`config.mk`:
```
export PLATFORM = sky130hd
export DESIGN_NAME = ysyx_25020047_ifu
export DESIGN_NICKNAME = d
export VERILOG_FILES = /design/src/rtl/ysyx_25020047_ifu.sv
export SDC_FILE = /design/constraint.sdc
export NUM_CORES = 1
export LEC_CHECK = 0
export BUFFER_PORTS_ARGS = -buffer_cell sky130_fd_sc_hd__buf_2
export CORE_ASPECT_RATIO = 0.9
export CORE_MARGIN = 10
export CORE_UTILIZATION = 41
export CTS_CLUSTER_SIZE = 10
export DETAILED_ROUTE_END_ITERATION = 8
export PLACE_DENSITY = 0.76
export REMOVE_ABC_BUFFERS = 1
export SETUP_SLACK_MARGIN = 0.2
export SLEW_MARGIN = 5
export SYNTH_ARGS = -nofsm -noshare
export SYNTH_HDL_FRONTEND = slang
export SYNTH_SLANG_ARGS = --single-unit
```
`constraint.sdc`:
```
create_clock -name clk -period 1.8 [get_ports clk]
set_input_delay 0.54 -clock clk [delete_from_list [all_inputs] [get_ports clk]]
set_output_delay 0.54 -clock clk [all_outputs]
set_load 0.1 [all_outputs]
```
`src/rtl/ysyx_25020047_ifu.sv`:
```
// ============================================================================
// ysyx_25020047_ifu : instruction fetch unit, one fetch per committed instr.
// Optional perf counters via YSYX_25020047_IFU_PERF_EN.    Revision: 1.0
// ============================================================================
`default_nettype none

module ysyx_25020047_ifu #(
  parameter int              XLEN     = 32,
  parameter logic [XLEN-1:0] RESET_PC = 32'h8000_0000
) (
  input  logic            clk,
  input  logic            rst,
  output logic            mem_req_valid,
  input  logic            mem_req_ready,
  output logic [XLEN-1:0] mem_req_addr,
  input  logic            mem_resp_valid,
  input  logic [XLEN-1:0] mem_resp_data,
  input  logic            mem_resp_err,
  output logic            inst_valid,
  input  logic            inst_ready,
  output logic [XLEN-1:0] inst,
  output logic [XLEN-1:0] inst_pc,
  output logic            inst_fault,
  input  logic            upd_valid,
  input  logic [XLEN-1:0] upd_dnpc,
  output logic [XLEN-1:0] pc,
  output logic [XLEN-1:0] snpc
`ifdef YSYX_25020047_IFU_PERF_EN
  ,
  output logic [63:0]     perf_fetch_cnt,
  output logic [63:0]     perf_stall_cnt
`endif
);

  typedef enum logic [2:0] {
    IDLE = 3'd0,
    REQ  = 3'd1,
    WAIT = 3'd2,
    OUT  = 3'd3,
    EXEC = 3'd4
  } state_t;

  localparam logic [XLEN-1:0] PC_STEP = XLEN'(4);

  state_t state;
  logic   misaligned;

  assign misaligned = (pc[1:0] != 2'b00);

  // Handshake valids depend only on registered state, never on an input.
  assign mem_req_valid = (state == REQ) && !misaligned;
  assign mem_req_addr  = pc;
  assign inst_valid    = (state == OUT);
  assign snpc          = pc + PC_STEP;

  always_ff @(posedge clk) begin
    if (rst) begin
      state      <= IDLE;
      pc         <= RESET_PC;
      inst       <= '0;
      inst_pc    <= '0;
      inst_fault <= 1'b0;
    end else begin
      case (state)
        IDLE: state <= REQ;
        REQ: begin
          // A misaligned pc never reaches the bus; it is reported as a fault.
          if (misaligned) begin
            inst       <= '0;
            inst_pc    <= pc;
            inst_fault <= 1'b1;
            state      <= OUT;
          end else if (mem_req_ready) begin
            state <= WAIT;
          end
        end
        WAIT: begin
          if (mem_resp_valid) begin
            inst       <= mem_resp_data;
            inst_pc    <= pc;
            inst_fault <= mem_resp_err;
            state      <= OUT;
          end
        end
        OUT: begin
          if (inst_ready) state <= EXEC;
        end
        EXEC: begin
          if (upd_valid) begin
            pc    <= upd_dnpc;
            state <= REQ;
          end
        end
        default: state <= IDLE;
      endcase
    end
  end

`ifdef YSYX_25020047_IFU_PERF_EN
  always_ff @(posedge clk) begin
    if (rst) begin
      perf_fetch_cnt <= 64'd0;
      perf_stall_cnt <= 64'd0;
    end else begin
      if (state == OUT && inst_ready) perf_fetch_cnt <= perf_fetch_cnt + 64'd1;
      if ((state == REQ && !mem_req_ready) || (state == WAIT && !mem_resp_valid))
        perf_stall_cnt <= perf_stall_cnt + 64'd1;
    end
  end
`endif

endmodule

`default_nettype wire

```
==> flow_metrics.py <==
metrics = {
    "grt": {
        "grt_first_pass_wirelength_um": 29800,
        "grt_max_degree": 101,
        "grt_pass1_vias": 5337,
        "grt-ovfl-total": 0,
        "track_usage_pct": 23.9,
        "antenna_found_initial": 2,
    },
    "cts": {
        "cts.clk_slew.worst_paths_ns": 0.08,
        "root_buffer": "clkbuf_16",
        "cts_inserted_buffers": 9,
        "cts_tree": "built",
        "clockBufferDepth": 2,
        "clock_latency_ns": 0.34,
        "cts_num_sinks": 100,
        "ctsHtreeMaxLevel": 3,
    },
    "sta": {
        "timing.final.ws_setup_ns": -0.865,
        "fmax_mhz": 375,
        "final-max-slew-violation-count": 0,
        "fin_crit_ns": 2.67,
        "hold_viol": 0,
        "rsz0062_at_grt": "true",
        "finalCritPeriodShare_pct": 148,
        "setup_viol": 29,
        "worstMarginPinSlew_ns": 0.529,
        "slew_headroom_pct": 64.7,
        "fin_skew_ns": 0.00736,
    },
    "drt": {
        "m1WireLength_um": 8080,
        "dr.first_iter.drc_count": 635,
        "wl_per_cell_um": 24.3,
        "top_layer": "met4",
        "route.detailed.drc": 0,
        "wl_met2_um": 12500,
        "ant_nets": 0,
        "post_drt_via_cell_ratio": 5.75,
        "wl_met3_um": 2100,
        "drt-total-wl_um": 24000,
        "dr.pass1.iters": 7,
        "num_vias": 5680,
    },
    "yosys": {
        "synthCells": 576,
        "synth_area_leader_cell": "dfxtp_1",
        "synth_top_area_share_pct": 44.1,
        "yosysSeqAreaShare_pct": 44.1,
        "synth.distinct_cells": 38,
        "synthTopCellsByArea": "dfxtp_1, a21oi_1, nand2_1",
        "synth_ff_type": "dfxtp_1",
        "post_synth.cell_area_avg_um2": 7.88,
        "ys_async_sr_fraction_pct": 0,
        "synth-edff-count": 0,
        "synth_warnings": 0,
        "ys_ff_latch": 100,
        "netlist_area_um2": 4540,
    },
    "power_and_ir_drop": {
        "fin_total_pwr_uw": 4850,
        "p_per_area_nw_per_um2": 522,
        "ir_drop_uv": 437,
        "leakage_uw": 0.00387,
    },
    "floorplan": {
        "die_w_um": 131,
        "die_h_um": 120,
        "dieArea_um2": 15700,
        "placementRows": 36,
        "boundaryPins": 234,
        "initial_core_util_pct": 42.0,
        "core_um2": 10800,
    },
    "worst_setup_path": {
        "r2r-start": "state[0]",
        "required_ns": 1.26,
        "crit_start": "mem_req_addr[15]",
        "reg2reg_depth": 7,
        "worstReg2RegEnd": "inst[4]",
        "worstPathMaxFanout": 10,
        "end_kind": "output port",
        "startpoint_type": "flop",
        "arrival_ns": 2.13,
        "rrSetupSlack_ns": 0.15,
        "endpoint": "snpc[21]",
        "critPathKind": "reg2out",
    },
    "place": {
        "dpl.hpwl_um": 12000,
        "dp_cells": 925,
        "gp_congestion": 0.820,
        "place.port_buffers": 233,
    },
    "cells_and_area": {
        "instances_no_fill": 987,
        "final_cell_mix": "buf_4, buf_12, nand2_1",
        "layout_commonest_cell": "buf_4",
        "drive_above_1_share_pct": 57.7,
        "fill_cells": 525,
        "nets": 919,
        "area_delta_synth_final_pct": 105,
    },
    "run_status": {
        "status": "complete, but fails checks",
        "violations": "negative setup slack",
    },
    "worst_hold_path": {
        "hold_class": "in2reg",
    },
    "run": {
        "maxCapViolCount": 0,
    },
}
==> synth_stat cells, types with 2 or more instances <==
library cell and number:
nand2_1 106, dfxtp_1 100, a21oi_1 97, o21ai_0 60
nand3_1 45, buf_4 34, clkbuf_1 24, xnor2_1 21
buf_2 18, nor2_1 10, nand4_1 8, xor2_1 7
inv_1 6, nor3_1 6, o21ai_1 4, nand3b_1 3
and3_1 2, nand3_2 2, nor2_2 2, nor2b_1 2
nor4_4 2
==> timing repair <==
item | in CTS | in global routing
hold buffers | 0 | 0
gates cloned | 0 | 3
setup buffers | 8 | 33
endpoints found under the setup margin | 159 | 151
pin swaps | 19 | 66
gates resized for setup | 326 | 178
==> through the flow <==
step	area [um^2]	hold WS [ns]	setup TNS, ns	worst slack, ns	util, %
finish	9280	0.406	-18.85	-0.865	85.9
floorplan	4090	0.574	-268.64	-3.19	-
global route	9280	0.412	-20.64	-0.952	85.9
CTS	8330	0.391	-16.42	-0.772	77.0
detailed placement	6770	0.461	-8.47	-0.464	62.6
global placement	6770	0.455	-6.75	-0.391	62.6
==> per-layer routing <==
metal  GRT usage, %  up-vias
met4           10.6        0
met3           7.44      109
met5              0        -
met2           43.3      390
met1           24.6     2718
li1               -     2463
==> registers in the layout (all words and copies together) (netlist names) <==
signal and count:
inst_pc 32, mem_req_addr 32, state 3, inst_fault 1, inst 32
==> power by group <==
| group | total (uW) | internal (uW) | switching, uW | leakage [uW] |
|---|---|---|---|---|
| Sequential | 2250 | 2220 | 23.3 | 0.000826 |
| Clock | 1930 | 979 | 948 | 0.000142 |
| Combinational | 674 | 214 | 460 | 0.00290 |
| Total | 4850 | 3420 | 1430 | 0.00387 |
==> worst min path at each step <==
stage          slack (ns)    startpoint  cells past startpoint          endpoint
4_1_cts              0.39  upd_dnpc[31]                      3  mem_req_addr[31]
2_1_floorplan        0.57      state[0]                      3          state[1]
5_1_grt              0.41  upd_dnpc[31]                      3  mem_req_addr[31]
3_5_place_dp         0.46       inst[9]                      2           inst[9]
3_3_place_gp         0.45      inst[27]                      2          inst[27]
6_report             0.41  upd_dnpc[31]                      3  mem_req_addr[31]
==> cell families (layout without fill, tap and decap cells) <==
kind of cell,after synthesis,count (layout),synth area share (%)
AND/OR/NAND/NOR,195,195,20.8
AO/OA/AOI/OAI,166,166,18.7
flip-flops,100,100,44.1
buffers and inverters,85,361,10.5
XOR/XNOR,28,28,5.41
adder cells (fa/ha/maj),1,1,0.276
multiplexers,1,1,0.221
other,0,2,0
==> layout make-up <==
class | count | area [um^2] | share of cell area [%]
Antenna cell | 2 | 5.00 | 0.0539
Clock buffer | 9 | 225 | 2.43
Clock inverter | 7 | 67.6 | 0.728
Inverter | 7 | 28.8 | 0.310
Multi-Input combinational cell | 391 | 2760 | 29.7
Sequential cell | 100 | 2070 | 22.3
Tap cell | 133 | 166 | 1.79
Timing Repair Buffer | 338 | 3960 | 42.7
==> worst max-delay path: stages, from the launching register on <==
cell	delay [ns]
dfxtp_2	0.39
nand3_4	0.11
nor4_4	0.31
buf_6	0.21
nand3_2	0.14
xnor2_2	0.25
buf_4	0.19
buf_12	0.17
No activity file was read; power rests on OpenSTA's default activity.
